==> config.mk <==
export PLATFORM = sky130hd
export DESIGN_NAME = mem_arbiter
export DESIGN_NICKNAME = d
export VERILOG_FILES = /design/src/rtl/mem_arbiter.sv
export SDC_FILE = /design/constraint.sdc
export NUM_CORES = 1
export LEC_CHECK = 0
export BUFFER_PORTS_ARGS = -buffer_cell sky130_fd_sc_hd__buf_2
export CAP_MARGIN = 20
export CORE_AREA = 5 5 114 116
export CTS_CLUSTER_DIAMETER = 80
export CTS_CLUSTER_SIZE = 12
export DETAILED_ROUTE_END_ITERATION = 8
export DIE_AREA = 0 0 119 121
export GPL_TIMING_DRIVEN = 0
export MAX_ROUTING_LAYER = met4
export SYNTH_ARGS = -nofsm -noshare
export SYNTH_HDL_FRONTEND = slang
export SYNTH_SLANG_ARGS = --single-unit
==> constraint.sdc <==
create_clock -name clk -period 4.2 [get_ports clk]
set_clock_uncertainty 0.2 [all_clocks]
set_input_delay 0.21 -clock clk [delete_from_list [all_inputs] [get_ports clk]]
set_output_delay 0.21 -clock clk [all_outputs]
set_load 0.05 [all_outputs]
==> src/rtl/mem_arbiter.sv <==
// Two-port (CPU / DMA) single-memory arbiter with locked bursts and registered read returns.
// Define ARB_ROUND_ROBIN_EN to resolve contention round-robin; otherwise port 0 always wins.
module mem_arbiter #(
  parameter int unsigned DBITS     = 32,
  parameter int unsigned MAX_BURST = 4
) (
  input  logic             clk,
  input  logic             reset,
  // Port 0 (CPU)
  input  logic             c_req,
  input  logic             c_we,
  input  logic             c_lock,
  input  logic [DBITS-1:0] c_addr,
  input  logic [DBITS-1:0] c_wdata,
  output logic             c_gnt,
  output logic             c_rvalid,
  output logic [DBITS-1:0] c_rdata,
  // Port 1 (DMA / debug)
  input  logic             d_req,
  input  logic             d_we,
  input  logic             d_lock,
  input  logic [DBITS-1:0] d_addr,
  input  logic [DBITS-1:0] d_wdata,
  output logic             d_gnt,
  output logic             d_rvalid,
  output logic [DBITS-1:0] d_rdata,
  // Memory side
  output logic             mem_we,
  output logic [DBITS-1:0] mem_addr,
  output logic [DBITS-1:0] mem_wdata,
  input  logic [DBITS-1:0] mem_rdata
);

  typedef enum logic [1:0] {StIdle, StOwn0, StOwn1} state_e;

  // burst_q counts held grants beyond the first of a burst, so a burst spans MAX_BURST grants.
  localparam logic [3:0] BurstLimit = 4'(MAX_BURST - 1);

  state_e     state_q, state_d;
  logic [3:0] burst_q, burst_d;
  logic       c_rvalid_q, d_rvalid_q;
  logic       hold0, hold1;
  logic       gnt0, gnt1;

`ifdef ARB_ROUND_ROBIN_EN
  logic rr_q, rr_d;  // port that wins the next contended cycle
`endif

  always_comb begin
    hold0 = (state_q == StOwn0) && c_req && c_lock && (burst_q < BurstLimit);
    hold1 = (state_q == StOwn1) && d_req && d_lock && (burst_q < BurstLimit);
    gnt0  = 1'b0;
    gnt1  = 1'b0;
    if (!reset) begin
      if (hold0) begin
        gnt0 = 1'b1;
      end else if (hold1) begin
        gnt1 = 1'b1;
      end else if (c_req && d_req) begin
`ifdef ARB_ROUND_ROBIN_EN
        gnt0 = ~rr_q;
        gnt1 = rr_q;
`else
        gnt0 = 1'b1;
`endif
      end else begin
        gnt0 = c_req;
        gnt1 = d_req;
      end
    end
  end

  always_comb begin
    state_d = StIdle;
    if (gnt0) begin
      state_d = StOwn0;
    end else if (gnt1) begin
      state_d = StOwn1;
    end
    // Any grant that is not a lock hold starts a fresh burst.
    burst_d = ((gnt0 && hold0) || (gnt1 && hold1)) ? burst_q + 4'd1 : 4'd0;
  end

`ifdef ARB_ROUND_ROBIN_EN
  always_comb begin
    rr_d = rr_q;
    if (gnt0) begin
      rr_d = 1'b1;
    end else if (gnt1) begin
      rr_d = 1'b0;
    end
  end
`endif

  always_ff @(posedge clk) begin
    if (reset) begin
      state_q    <= StIdle;
      burst_q    <= 4'd0;
      c_rvalid_q <= 1'b0;
      d_rvalid_q <= 1'b0;
`ifdef ARB_ROUND_ROBIN_EN
      rr_q       <= 1'b0;
`endif
    end else begin
      state_q    <= state_d;
      burst_q    <= burst_d;
      c_rvalid_q <= gnt0 && !c_we;
      d_rvalid_q <= gnt1 && !d_we;
`ifdef ARB_ROUND_ROBIN_EN
      rr_q       <= rr_d;
`endif
    end
  end

  always_comb begin
    mem_we    = 1'b0;
    mem_addr  = '0;
    mem_wdata = '0;
    if (gnt0) begin
      mem_we    = c_we;
      mem_addr  = c_addr;
      mem_wdata = c_wdata;
    end else if (gnt1) begin
      mem_we    = d_we;
      mem_addr  = d_addr;
      mem_wdata = d_wdata;
    end
  end

  // Read returns are masked while reset is high so a read issued just before reset never surfaces.
  always_comb begin
    c_gnt    = gnt0;
    d_gnt    = gnt1;
    c_rvalid = c_rvalid_q && !reset;
    d_rvalid = d_rvalid_q && !reset;
    c_rdata  = c_rvalid ? mem_rdata : '0;
    d_rdata  = d_rvalid ? mem_rdata : '0;
  end

endmodule

==> flow_summary.ini, run 1 <==
[place]
gp_congestion = 0.7639
pre_cts_ws_ps = 1531
portBuffers = 300
hpwl_mm = 10.15

[setup_path]
cp-startpoint = burst_q[0]
crit_required_ps = 3790
cp-end-kind = output pin
cp-endpoint = mem_addr[18]
rrSetupSlack_ps = 2080
critPathMaxFanout = 10
regToRegStartpoint = burst_q[0]
crit_path_start_kind = flip-flop
rr_worst_depth = 6
crit_arrival_ps = 2430
worst_r2r_endpoint = state_q[1]
crit_type = reg -> out

[timing]
period_needed_ps = 2836
setup_slack_ps = 1364
finalHoldViolCount = 0
setup_viol = 0
setup_tns_ps = 0
fin_hold_ws_ps = 57.29
drv_slew = 0
period_share_pct = 67.52
fmax_ghz = 0.3526
maxSlewHeadroom_pct = 64.94
rsz0062_at_grt = false
worst_slew_pin_slew_ps = 525.8

[routing]
finalWirelength_mm = 11.61
wire_per_inst_microns = 16.33
drc = 0
vias = 3150
vias_per_cell = 4.430
ant_nets = 0
drt-initial-drc-count = 163
drtPass1Iterations = 5

[yosys]
synthCells = 257
ys_ff_latch = 8
netlist.area_leader.share_pct = 33.66
synth_area_per_cell_sq_um = 7.522
yosys_warnings = 0
synth_area_sq_um = 1933
yosysUniqueCellTypes = 19
ys_top_cells_by_area = a32o_1, nor2b_1, and2_1, dfxtp_1, clkbuf_1
synth_largest_area_cell = a32o_1
seq_area_frac_synth_pct = 8.285

[global_route]
grt_pass1_wl_mm = 16.80
grt_pass1_vias = 3182
grt_max_degree = 11
gr-total-overflow = 0
grt_usage_pct = 14.81
antenna_found_initial = 1

[clock_network]
clk_latency_ps = 230
cts_buffers = 3
cts_tree = yes
cts_setup_buffers = 0
cts-resized-gates = 0
cts_max_path_buffers = 2
clk_pin_slew_ps = 30
h-tree-depth = 1
root_buffer = clkbuf_16
postCtsHoldBufs = 2
clock_sinks = 8

[final_layout]
final_cell_mix = buf_2, nor2b_1, a32o_1
syn2layout_area_growth_pct = 92.43
final_nets = 734
final_common_cell = buf_2
fin_util_pct = 31.49
drive_gt1_share_pct = 55.77

[min_path]
hold_class = in -> reg

[power_and_ir_drop]
finalPower_w = 0.0006624
leakage_nw = 2.093
ir_drop_v = 0.00008213
powerDensity_nw_per_um2 = 178.1

[floorplanning]
initial_core_util_pct = 16.37
dieArea_sq_um = 14400
die_h_microns = 121
io_pins = 301
core_area_sq_um = 11810
die_w_microns = 119
fp-row-count = 40

[outcome]
status = finished clean

[flow_run]
drv_cap = 0
-- worst max-delay path: stages (launching register included) --
cell	delay, ps
dfxtp_1	300
ha_1	190
or3_4	360
o22ai_2	290
buf_2	310
buf_2	260
a32o_1	220
buf_2	270
-- cells by family (layout without fill, tap and decap cells) --
logic type	Yosys count	in the layout	share of synthesized area [%]
compound gates	70	70	36.25
buf+inv	38	343	8.932
fa+ha+maj	1	1	0.6471
simple gates	139	139	45.70
flops	8	8	8.285
other cells	1	3	0.1940
-- power breakdown --
group / internal (W) / switching, W / total, W
clock: 0.000123 / 0.0000373 / 0.000160
sequential: 0.0000791 / 0.000000728 / 0.0000798
combinational: 0.000144 / 0.000279 / 0.000423
total: 0.000345 / 0.000317 / 0.000662
-- registers in the layout, summed over array words and instances, names as in the netlist --
register,count
state_q,2
d_rvalid_q,1
burst_q,4
c_rvalid_q,1
-- worst min-delay path by stage --
stage	startpoint	endpoint	slack [ps]	cells after the start
finish	c_req	state_q[0]	60	2
global route	c_req	state_q[0]	70	2
CTS	c_req	state_q[0]	60	2
detailed placement	c_we	c_rvalid_q	230	2
global placement	c_we	c_rvalid_q	220	2
floorplan	c_we	c_rvalid_q	80	1
-- metrics by stage --
stage	instances	area, sq um
after detailed placement	705	3622
after CTS	710	3717
after floorplan	258	1937
after global routing	711	3720
after global placement	705	3622
final	711	3720
-- layout make-up --
class | instances | area (sq um)
fillers | 1304 | 8092
multi-input cells | 212 | 1604
repair buffers | 302 | 1521
well taps | 147 | 183.9
plain buffers | 35 | 161.4
flip-flops and latches | 8 | 160.2
clock buffers | 3 | 75.07
inverters | 3 | 11.26
diodes | 1 | 2.502
-- synthesized netlist by cell type, drive strengths merged --
library cell	n
nand4b	2
nor4bb	1
inv	3
nor2b	68
and3	2
or3	1
conb	1
buf	10
a32o	65
clkbuf	25
o211a	2
dfxtp	8
a2111oi	2
o22ai	1
or2	1
ha	1
and2	64
-- routing by layer --
metal	wire (microns)	global-route usage (%)	vias to the layer above
met5	0	-	-
met4	76	2.824	0
met3	993	2.657	5
met2	6171	28.61	196
met1	4372	15.80	1385
li1	-	-	1564
Power figures use the tool's default switching activity.
==> inputs of run 2 (changes only) <==
--- a/config.mk
+++ b/config.mk
@@ -5,6 +5,7 @@
 export SDC_FILE = /design/constraint.sdc
 export NUM_CORES = 1
 export LEC_CHECK = 0
+export ABC_AREA = 1
 export BUFFER_PORTS_ARGS = -buffer_cell sky130_fd_sc_hd__buf_2
 export CAP_MARGIN = 20
 export CORE_AREA = 5 5 114 116
==> constraint.sdc (replaced) <==
create_clock -name clk -period 2.5 [get_ports clk]
set_clock_uncertainty 0.2 [all_clocks]
set_input_delay 0.125 -clock clk [delete_from_list [all_inputs] [get_ports clk]]
set_output_delay 0.125 -clock clk [all_outputs]
set_load 0.05 [all_outputs]
==> run 2 against run 1 <==
- combinational power is 70% higher
- first-iteration DRC count is 33% lower
- hold slack better by 110 ps
==> flow_summary.ini, run 2 <==
[setup_path]
cp_slowest_cell = dlygate4sd3_1
crit_arrival_ps = 2020
cp_cell_sequence = dlygate4sd3_1, buf_2, inv_2, buf_2, buf_2, nand4_1, nand2_1, buf_2
crit_family = buffers and inverters
crit_type = in -> out
critPathMaxFanout = 10
crit_required_ps = 2170
cp-end-kind = output pin
max_stage_delay_ps = 550
crit_path_start_kind = input pin
crit_top_cell = buf_2
critPathBufInv = 6

[global_route]
grt_pass1_wl_mm = 17.05
grt_max_degree = 11
antenna_found_initial = 0
grt_usage_pct = 14.51
grt_pass1_vias = 3443
gr-total-overflow = 0

[yosys]
post-synth-top-count-cell = nand2_1
netlist.area_leader.share_pct = 21.01
synth_area_sq_um = 1936
seq_area_frac_synth_pct = 8.274
async_reset_ff_share_pct = 0
ys_ff_latch = 8
synth_common_cells = nand2_1, nor2_1, nand4_1
synth-edff-count = 0
yosysUniqueCellTypes = 19
ys.flop_type = dfxtp_1
synth_area_per_cell_sq_um = 5.134
synth_largest_area_cell = nand4_1
ys_top_cells_by_area = nand4_1, nand2_1, nand3_1, nor2_1, dfxtp_1
synthCells = 377
yosys_warnings = 0

[timing]
finalHoldViolCount = 0
worst_slew_pin_slew_ps = 558.2
rsz0062_at_grt = false
setup_viol = 0
maxSlewHeadroom_pct = 62.79
drv_slew = 0
fmax_ghz = 0.4261
setup_slack_ps = 153.3
period_share_pct = 93.87
setup_tns_ps = 0
period_needed_ps = 2347

[final_layout]
final_nets = 856
final_common_cell = buf_2
largestRegisters = burst_q: 4 flops, state_q: 2 flops
largest_reg_flops = 4
final_cell_mix = buf_2, nand2_1, nor2_1
regMostFlops = burst_q
drive_gt1_share_pct = 50.80
n_antenna_cell = 0
syn2layout_area_growth_pct = 93.21
fillerInstances = 1355
fin_util_pct = 31.66

[clock_network]
root_buffer = clkbuf_16
h-tree-depth = 1
clk_pin_slew_ps = 40
cts_max_path_buffers = 2
clock_sinks = 8
cts_tree = yes
cts_setup_buffers = 0
cts_buffers = 3
clk_latency_ps = 230

[floorplanning]
core_area_sq_um = 11810
dieArea_sq_um = 14400
initial_core_util_pct = 16.39
io_pins = 301
die_h_microns = 121
die_w_microns = 119
fp-row-count = 40

[routing]
ant_nets = 0
drc = 0
wire_per_inst_microns = 13.94
vias_per_cell = 4.350
vias = 3619
finalWirelength_mm = 11.60
drtPass1Iterations = 4
drt-initial-drc-count = 110

[power_and_ir_drop]
ir_drop_v = 0.0001897
leakage_nw = 2.590
powerDensity_nw_per_um2 = 298.6
finalPower_w = 0.001117

[place]
gp_congestion = 0.8406
pre_cts_ws_ps = 532.7
portBuffers = 300
hpwl_mm = 9.721

[min_path]
hold_class = in -> reg

[flow_run]
drv_cap = 0

[outcome]
status = finished clean
## run 2: kinds of logic after synthesis
family / Yosys count / share of synthesized area (%)
simple gates: 283 / 70.52
other cells: 1 / 0.1937
flops: 8 / 8.274
buf+inv: 84 / 20.36
fa+ha+maj: 1 / 0.6463
## run 2: what timing repair did
item / 4_1_cts / 5_1_grt
hold endpoints to repair: 3 / 0
hold buffers: 4 / 0
resized for setup: 0 / 0
## run 2: area by class of cell
cell class / count / area [sq um] / area share, %
inverter: 43 / 161.4 / 4.316
tap: 147 / 183.9 / 4.918
buffer: 41 / 232.7 / 6.223
multi-input combinational: 286 / 1385 / 37.04
timing repair buffer: 304 / 1541 / 41.22
clock buffer: 3 / 75.07 / 2.007
sequential: 8 / 160.2 / 4.282
## run 2: worst paths after layout
path              depth (start not counted)  slack (ps)        from           to
hold reg to reg                           1         220  burst_q[0]   burst_q[0]
hold / removal                            7         170      c_lock   burst_q[1]
setup reg to reg                          7         510  burst_q[0]   c_rvalid_q
setup / recovery                          8         150       reset  mem_addr[7]
## run 2: worst min-delay path, delay by kind of cell
kind,cells,cell delay [ps]
and+or+nand+nor,6,310
buffers and inverters,1,110
## run 2: report_power, final
part / switching, W / leakage (nW) / internal [W]
Combinational: 0.000504 / 2.49 / 0.000217
Clock: 0.0000565 / 0.0370 / 0.000206
Sequential: 0.00000143 / 0.0659 / 0.000133
Total: 0.000561 / 2.59 / 0.000555
## run 2: metrics by stage
stage          hold slack (ps)  cell area [sq um]  instances
2_1_floorplan           -2.617               1939        378
3_3_place_gp             115.0               3625        825
4_1_cts                  174.9               3740        832
6_report                 169.4               3740        832
3_5_place_dp             125.8               3625        825
5_1_grt                  244.3               3740        832
## run 2: layer usage
metal | vias up | part of all wire [%] | GRT usage [%]
met2 | 202 | 49 | 25.82
li1 | 1863 | - | -
met3 | 10 | 8.0 | 2.331
met4 | 0 | 1.1 | 2.679
met5 | - | 0 | -
met1 | 1544 | 42 | 17.45
